===== src/rtl/decode_execute_pkg.sv =====
// Shared encodings for the decode_execute core: opcodes, HALT code, FSM states.
// Also used by the assembler tests.
package decode_execute_pkg;

  typedef enum logic [1:0] {
    OpAdd = 2'b00,
    OpLi  = 2'b01,
    OpBnz = 2'b10,
    OpOut = 2'b11
  } opcode_e;

  // OUT with this imm4 is HALT
  localparam logic [3:0] HaltImm = 4'hF;

  // Offset that makes address + offset + 1 wrap back onto the address
  localparam logic [7:0] JumpSelf = 8'hFF;

  typedef enum logic [0:0] {
    StRun  = 1'b0,
    StHalt = 1'b1
  } state_e;

  function automatic logic [7:0] sext4(input logic [3:0] v);
    return {{4{v[3]}}, v};
  endfunction

endpackage


===== src/rtl/decode_execute_reg_file.sv =====
// 4 x 8 register file: two combinational read ports, one synchronous write port.
// Synchronous reset clears all entries and takes priority over a write.
module reg_file (
  input  logic       clk,
  input  logic       reset,
  input  logic [1:0] raddr_a,
  output logic [7:0] rdata_a,
  input  logic [1:0] raddr_b,
  output logic [7:0] rdata_b,
  input  logic       we,
  input  logic [1:0] waddr,
  input  logic [7:0] wdata
);

  logic [7:0] regs_q [4];

  always_ff @(posedge clk) begin
    if (reset) begin
      for (int i = 0; i < 4; i++) begin
        regs_q[i] <= 8'h00;
      end
    end else if (we) begin
      regs_q[waddr] <= wdata;
    end
  end

  assign rdata_a = regs_q[raddr_a];
  assign rdata_b = regs_q[raddr_b];

endmodule


===== src/rtl/decode_execute.sv =====
// Single-cycle decode/execute core with RUN/HALT FSM, branch outputs to an
// external program counter, OUT result register and a saturating retire counter.
module decode_execute
  import decode_execute_pkg::*;
(
  input  logic        clk,
  input  logic        reset,
  input  logic [7:0]  instruction,
  output logic        Branch,
  output logic [7:0]  jump_value,
  output logic [7:0]  result,
  output logic        result_valid,
  output logic        halted,
  output logic [15:0] retired
);

  opcode_e    op;
  logic [1:0] ra;
  logic [1:0] rb;
  logic [1:0] rd;
  logic [3:0] imm4;

  assign op   = opcode_e'(instruction[7:6]);
  assign ra   = instruction[5:4];
  assign rb   = instruction[3:2];
  assign rd   = instruction[1:0];
  assign imm4 = instruction[3:0];

  state_e      state_q, state_d;
  logic [7:0]  result_q;
  logic        result_valid_q;
  logic [15:0] retired_q;

  logic [7:0] rdata_a;
  logic [7:0] rdata_b;
  logic       we;
  logic [1:0] waddr;
  logic [7:0] wdata;
  logic       out_fire;
  logic       retire;

  reg_file u_reg_file (
    .clk     (clk),
    .reset   (reset),
    .raddr_a (ra),
    .rdata_a (rdata_a),
    .raddr_b (rb),
    .rdata_b (rdata_b),
    .we      (we),
    .waddr   (waddr),
    .wdata   (wdata)
  );

  always_comb begin
    state_d    = state_q;
    Branch     = 1'b0;
    jump_value = 8'h00;
    we         = 1'b0;
    waddr      = rd;
    wdata      = 8'h00;
    out_fire   = 1'b0;
    retire     = 1'b0;

    // Reset masks everything: no branch, no write, no state change
    if (!reset) begin
      unique case (state_q)
        StHalt: begin
          Branch     = 1'b1;
          jump_value = JumpSelf;
        end
        StRun: begin
          unique case (op)
            OpAdd: begin
              we     = 1'b1;
              waddr  = rd;
              wdata  = rdata_a + rdata_b;
              retire = 1'b1;
            end
            OpLi: begin
              we     = 1'b1;
              waddr  = ra;
              wdata  = sext4(imm4);
              retire = 1'b1;
            end
            OpBnz: begin
              if (rdata_a != 8'h00) begin
                Branch     = 1'b1;
                jump_value = sext4(imm4);
              end
              retire = 1'b1;
            end
            OpOut: begin
              if (imm4 == HaltImm) begin
                Branch     = 1'b1;
                jump_value = JumpSelf;
                state_d    = StHalt;
              end else begin
                out_fire = 1'b1;
                retire   = 1'b1;
              end
            end
            default: ;
          endcase
        end
        default: ;
      endcase
    end
  end

  always_ff @(posedge clk) begin
    if (reset) begin
      state_q        <= StRun;
      result_q       <= 8'h00;
      result_valid_q <= 1'b0;
      retired_q      <= 16'h0000;
    end else begin
      state_q        <= state_d;
      result_valid_q <= out_fire;
      if (out_fire) begin
        result_q <= rdata_a;
      end
      if (retire && (retired_q != 16'hFFFF)) begin
        retired_q <= retired_q + 16'd1;
      end
    end
  end

  assign result       = result_q;
  assign result_valid = result_valid_q;
  assign retired      = retired_q;
  assign halted       = (state_q == StHalt);

endmodule


===== config.mk =====
export PLATFORM = sky130hd
export DESIGN_NAME = decode_execute
export DESIGN_NICKNAME = d
export VERILOG_FILES = /design/src/rtl/decode_execute_pkg.sv /design/src/rtl/decode_execute_reg_file.sv /design/src/rtl/decode_execute.sv
export SDC_FILE = /design/constraint.sdc
export NUM_CORES = 1
export LEC_CHECK = 0
export BUFFER_PORTS_ARGS = -buffer_cell sky130_fd_sc_hd__buf_2
export CAP_MARGIN = 5
export CORE_UTILIZATION = 35
export CTS_CLUSTER_SIZE = 24
export DETAILED_ROUTE_END_ITERATION = 10
export PLACE_DENSITY = 0.51
export SYNTH_ARGS = -nofsm -noshare
export SYNTH_HDL_FRONTEND = slang
export SYNTH_SLANG_ARGS = --single-unit
export TNS_END_PERCENT = 20

===== constraint.sdc =====
create_clock -name clk -period 6.02 [get_ports clk]
set_input_delay 1.806 -clock clk [delete_from_list [all_inputs] [get_ports clk]]
set_output_delay 1.806 -clock clk [all_outputs]
set_load 0.01 [all_outputs]

==> metrics.yaml, run 1 <==
run_status:
  status: "finished with violations"
  violations: "DRC"
synth:
  synth_nets: 333
  synth-simple-area-share: 0.180
  synth-compound-area-share: 0.0976
  synthMostInstantiatedCell: "nor2_1"
  synth_area_leaders: "edfxtp_1 (29%), dfxtp_1 (16%), mux4_2 (8.1%)"
  synth_top_area_share: 0.289
  ys_types: 48
  yosysTopAreaCell: "edfxtp_1"
  yosysWarnings: 0
  synthAdderAreaFrac: 0.0362
  synthFlopType: "edfxtp_1"
  ys_seq_area_frac: 0.446
  synthTopCellsByCount: "nor2_1 (58), edfxtp_1 (32), dfxtp_1 (26)"
  syn_area_mm2: 0.00332
  synth_cells: 314
  synth_top_family_by_area: "simple AND/OR/NAND/NOR gates"
  synth_edf_count: 32
  avgSynthCellArea_um2: 10.6
  synthMuxAreaShare: 0.159
  synth-seq-cells: 58
  yosys.area_share.xor_xnor: 0.0369
  async_flop_share: 0
timing:
  fin_tns_setup_ps: 0
  period_minus_slack_ps: 5600
  worst_slack_ps: 418
  setup_viol: 0
  tightest_slew_ps: 700
  rsz0062_at_grt: "false"
  slew_viol_final: 0
  post-route-period-util: 0.931
  slew_headroom: 0.533
  clock.fmax_ghz: 0.178
  hold_violations: 0
  clock_skew_ps: 6.21
placed_design:
  placed_cells: 452
  io_buffers: 44
  place.gp.congestion: 0.821
  dp_hpwl_mm: 5.96
  dp_slack_ps: 353
min_path:
  hp-class: "register to register"
floorplanning:
  core.rowCount: 35
  ios: 45
  die_x_um: 99.4
  die_y_um: 99.4
  die_area_mm2: 0.00988
  start_util: 0.361
  core_area_mm2: 0.00920
global_route:
  grt_util_all_layers: 0.179
  grt_max_degree: 29
  overflow: 0
  grt_pass1_wl_mm: 13.3
  grt_pass1_vias: 2434
  grt_antenna_before_repair: 0
cells_and_area:
  synthToLayoutAreaGrowth_pct: 16.5
  register_area_mm2: 0.00148
  utilization: 0.421
  multi_input_area_mm2: 0.00169
  n_antenna_cell: 0
  final_cells: 468
  nets: 371
  drive_above_1_share: 0.232
  fillers: 892
critical_path:
  cp_data_required_time_ps: 4210
  endpoint_kind: "output port"
  arrival_ps: 3800
  crit_fanout: 12
  start_kind: "input pin"
  critical_path_class: "input pin to output port"
  regToRegSetupSlack_ps: 2790
detailed_routing:
  drt_iter0_markers: 128
  wl_per_cell_um: 17.7
  wl_mm: 8.27
  route.detailed.drc: 2
  drt_first_pass_iters: 7
  ant_nets: 0
  viasPerCell: 5.53
  vias: 2590
clocking:
  ctsHtreeMaxLevel: 3
  clockBufferDepth: 2
  clkSinkCount: 58
  clock_latency_ps: 340
  cts_setup_buffers: 0
  ctsHoldBuffers: 0
  clkTransAtPathRegs_ps: 70
  clock-root-buffer: "clkbuf_8"
  cts_tree: "built"
  cts_buffers: 9
  cts.repair.resized: 0
power_and_ir_drop:
  peakVddDrop_uv: 115
  p_per_area_mw_per_mm2: 281
  leakage_nw: 1.61
run:
  drv_cap: 0
-- power breakdown --
group	internal [W]	switching, W	total, W
combinational	0.0000602	0.0000927	0.000153
clock	0.000317	0.000170	0.000486
sequential	0.000437	0.0000124	0.000449
total	0.000814	0.000275	0.00109
-- metrics by stage --
stage | instance area [um^2] | power (W) | hold WS [ps]
after detailed placement | 3600 | 0.000611 | 492
after global routing | 3870 | 0.00113 | 525
after global placement | 3600 | 0.000610 | 478
after CTS | 3870 | 0.00110 | 510
final | 3870 | 0.00109 | 505
after floorplan | 3320 | 0.000565 | 502
-- placed cells by master (no fill, tap or decap), types with 2 or more instances in the layout --
cell type / instances
a21o_1: 5
a21oi_1: 4
and3b_1: 2
buf_2: 44
buf_4: 4
bufinv_16: 4
clkbuf_8: 9
clkinv_4: 2
dfxtp_1: 26
edfxtp_1: 32
ha_1: 8
inv_1: 11
mux2_2: 2
mux2i_1: 13
mux4_1: 4
mux4_2: 12
nand2_1: 21
nand3_1: 8
nand4_1: 5
nor2_1: 58
nor3_1: 7
nor3b_1: 4
nor4_1: 8
o2111ai_1: 5
o211ai_1: 5
o21a_1: 4
o21ai_0: 7
o31ai_1: 2
o32ai_1: 2
or2_2: 2
or4_1: 6
xnor2_1: 8
xor2_1: 6
-- path summary, 6_finish.rpt --
path         cells after the start                                end                                   from
min reg2reg                      1            retired[3]$_SDFFE_PP0P_                retired[3]$_SDFFE_PP0P_
min                              1            retired[3]$_SDFFE_PP0P_                retired[3]$_SDFFE_PP0P_
max                              6                      jump_value[5]                         instruction[4]
max reg2reg                      8  u_reg_file.regs_q[3][6]$_DFFE_PP_  u_reg_file.regs_q[2][0]$_SDFFCE_PN0P_
-- state kept, by name (all words and copies together), names as in the netlist --
| register | count |
|---|---|
| result_valid | 1 |
| halted | 1 |
| result | 8 |
| retired | 16 |
| u_reg_file.regs_q | 32 |
-- metal layers --
layer	share of wire	global-route usage	up-vias	wire length [um]
li1	-	-	1250	-
met5	0	0	-	0
met2	0.45	0.267	90	3700
met4	0.022	0.0882	0	181
met1	0.48	0.250	1236	3950
met3	0.053	0.0351	14	438
-- area by class of cell --
class,instances,area share
tap,111,0.0359
clock buffer,9,0.0320
inverter,11,0.0107
sequential,58,0.383
clock inverter,7,0.0365
timing repair buffer,48,0.0647
multi-input combinational,224,0.437
-- kinds of logic (layout without fill, tap and decap cells) --
family | after synthesis | count (layout)
buf+inv | 32 | 75
xor+xnor | 14 | 14
compound gates | 44 | 44
fa+ha+maj | 9 | 9
flops | 58 | 58
simple gates | 126 | 126
mux | 31 | 31
-- worst max-delay path: stages --
cell       delay [ps]
buf_2             280
mux4_1            660
nor4_1            440
a2111oi_2         210
a21o_1            250
buf_2             140
(Power assumes the default switching activity.)
==> inputs of run 2 (changes only) <==
--- a/config.mk
+++ b/config.mk
@@ -5,7 +5,7 @@
 export SDC_FILE = /design/constraint.sdc
 export NUM_CORES = 1
 export LEC_CHECK = 0
-export BUFFER_PORTS_ARGS = -buffer_cell sky130_fd_sc_hd__buf_2
+export BUFFER_PORTS_ARGS = -buffer_cell sky130_fd_sc_hd__clkbuf_2
 export CAP_MARGIN = 5
 export CORE_UTILIZATION = 35
 export CTS_CLUSTER_SIZE = 24
==> run 2 against run 1 <==
  * The run now ends clean
  * Register-to-register slack gained 90 ps
  * Design area shrank 0.61%
  * Die area is the same
  * Core utilization shrank 0.26 points
  * Global-route usage grew 0.084 points
  * Critical endpoint unchanged
  * Highest routed layer unchanged
==> metrics.yaml, run 2 (same netlist as run 1, synthesis figures left out) <==
clocking:
  clockBufferDepth: 2  # unchanged
  cts_setup_buffers: 0  # unchanged
  cts_buffers: 9  # unchanged
  ctsHtreeMaxLevel: 3  # unchanged
  clock_latency_ps: 340  # about the same
  clkTransAtPathRegs_ps: 60  # about the same
  cts_tree: "built"
  cts.repair.resized: 0  # unchanged
  clock-root-buffer: "clkbuf_8"
  ctsHoldBuffers: 0  # unchanged
  clkSinkCount: 58  # unchanged
global_route:
  grt_pass1_vias: 2465  # +1.3%
  grt_max_degree: 29  # unchanged
  grt_util_all_layers: 0.180  # +0.000836
  overflow: 0  # unchanged
  grt_pass1_wl_mm: 13.3  # +0.36%
  grt_antenna_before_repair: 0  # unchanged
cells_and_area:
  most-common-layout-cells: "nor2_1 (58), clkbuf_2 (44), edfxtp_1 (32)"
  nets: 371  # unchanged
  mostFrequentLayoutCell: "nor2_1"
  regMostFlops: "u_reg_file.regs_q"
  largest_reg_flops: 32  # unchanged
  drive_above_1_share: 0.232  # unchanged
  n_antenna_cell: 0  # unchanged
  synthToLayoutAreaGrowth_pct: 15.8
  utilization: 0.418  # -0.00259
  fillers: 893  # +0.11%
floorplanning:
  die_area_mm2: 0.00988  # unchanged
  core.rowCount: 35  # unchanged
  start_util: 0.361  # unchanged
  die_x_um: 99.4  # unchanged
  ios: 45  # unchanged
  core_area_mm2: 0.00920  # unchanged
  die_y_um: 99.4  # unchanged
placed_design:
  dp_slack_ps: 314  # -39.0 ps
  dp_hpwl_mm: 5.99  # +0.47%
  io_buffers: 44  # unchanged
  place.gp.congestion: 0.818  # -0.41%
timing:
  fin_tns_setup_ps: 0  # unchanged
  hold_violations: 0  # unchanged
  rsz0062_at_grt: "false"
  post-route-period-util: 0.943  # +0.0119
  slew_headroom: 0.302  # -0.230
  setup_viol: 0  # unchanged
  clock_skew_ps: 12.4  # +6.23 ps
  worst_slack_ps: 346  # -71.6 ps
  timing.hold.ws_ps: 497  # -8.16 ps
  period_minus_slack_ps: 5670  # +71.6 ps
  tightest_slew_ps: 1040  # +340 ps
  slew_viol_final: 0  # unchanged
  clock.fmax_ghz: 0.176  # -1.3%
critical_path:
  start_kind: "input pin"
  cpMaxStageDelayCell: "mux4_1"
  arrival_ps: 3870  # +70 ps
  crit_fanout: 12  # unchanged
  critical_path_class: "input pin to output port"
  worst_path_most_repeated_cell: "clkbuf_2"
  cp_data_required_time_ps: 4210  # about the same
  slowest_delay_ps: 680  # +20 ps
  cp_cell_sequence: "clkbuf_2, mux4_1, nor4_1, a2111oi_2, a21o_1, clkbuf_2"
  endpoint_kind: "output port"
power_and_ir_drop:
  p_sw_frac: 0.261  # +0.00864
  p_seq_frac: 0.431  # +0.018
  p_switching_w: 0.000272  # -0.88%
  comb_power_share: 0.147  # +0.007
  clockPowerShare: 0.422  # -0.025
  leakage_nw: 1.56  # -2.8%
  finalPower_w: 0.00104  # -4.2%
  p_per_area_mw_per_mm2: 271  # -3.6%
  p_int_w: 0.000771  # -5.3%
  peakVddDrop_uv: 89.3  # -22%
detailed_routing:
  wl_mm: 8.22  # -0.54%
  ant_nets: 0  # unchanged
  drt_iter0_markers: 120  # -6.3%
  wl_per_cell_um: 17.6  # -0.54%
  route.detailed.drc: 0  # -2
  viasPerCell: 5.43  # -1.9%
  drt_first_pass_iters: 4  # -3
  vias: 2542  # -1.9%
run_status:
  status: "complete, no violations"
min_path:
  hp-class: "register to register"
run:
  drv_cap: 0  # unchanged
==> run 2: changes by cell type in the layout (fill, tap and decap cells not counted), sizes merged <==
cell,before,now
buf,48,4
bufinv,4,3
clkbuf,9,53
clkinvlp,0,2
clkinv,3,2
==> run 2: worst paths after layout <==
| kind | end | cells after the start | slack (ps) | from |
|---|---|---|---|---|
| min | retired[4]$_SDFFE_PP0P_ | 1 | 500 | retired[4]$_SDFFE_PP0P_ |
| max reg2reg | u_reg_file.regs_q[0][6]$_SDFFCE_PN0P_ | 8 | 2880 | u_reg_file.regs_q[2][0]$_SDFFCE_PN0P_ |
| min reg2reg | retired[4]$_SDFFE_PP0P_ | 1 | 500 | retired[4]$_SDFFE_PP0P_ |
| max | jump_value[5] | 6 | 350 | instruction[4] |
==> run 2: critical path, delay by kind of cell <==
kind / cells / cell delay (ps)
compound gates: 2 / 480
simple gates: 1 / 480
buf+inv: 2 / 430
mux: 1 / 680
==> run 2: cell type report <==
| class | count | area, um^2 | share of cell area |
|---|---|---|---|
| multi-input cells | 224 | 1690 | 0.440 |
| flip-flops and latches | 58 | 1480 | 0.385 |
| repair buffers | 48 | 250 | 0.0651 |
| well taps | 111 | 139 | 0.0361 |
| clock buffers | 9 | 124 | 0.0322 |
| clock inverters | 7 | 118 | 0.0306 |
| inverters | 11 | 41.3 | 0.0107 |
==> run 2: per-stage QoR <==
| stage | area (um^2) | instances |
|---|---|---|
| after CTS | 3850 | 468 |
| after detailed placement | 3600 | 452 |
| after floorplan | 3320 | 314 |
| after global placement | 3600 | 452 |
| final | 3850 | 468 |
| after global routing | 3850 | 468 |
==> run 2: routing by layer <==
metal	routed length, um	vias to the layer above	share of wire	global-route usage
met2	3800	72	0.46	0.278
met3	423	9	0.051	0.0387
li1	-	1252	-	-
met5	0	-	0	0
met4	101	0	0.012	0.0656
met1	3900	1209	0.47	0.249
==> run 2: power by group through the flow <==
| stage | registers [W] | logic, W | clock network, W |
|---|---|---|---|
| after floorplan | 0.000456 | 0.000109 | 0 |
| after global placement | 0.000458 | 0.000153 | 0 |
| after detailed placement | 0.000458 | 0.000154 | 0 |
| after CTS | 0.000449 | 0.000154 | 0.000448 |
| after global routing | 0.000452 | 0.000168 | 0.000471 |
| final | 0.000450 | 0.000153 | 0.000440 |
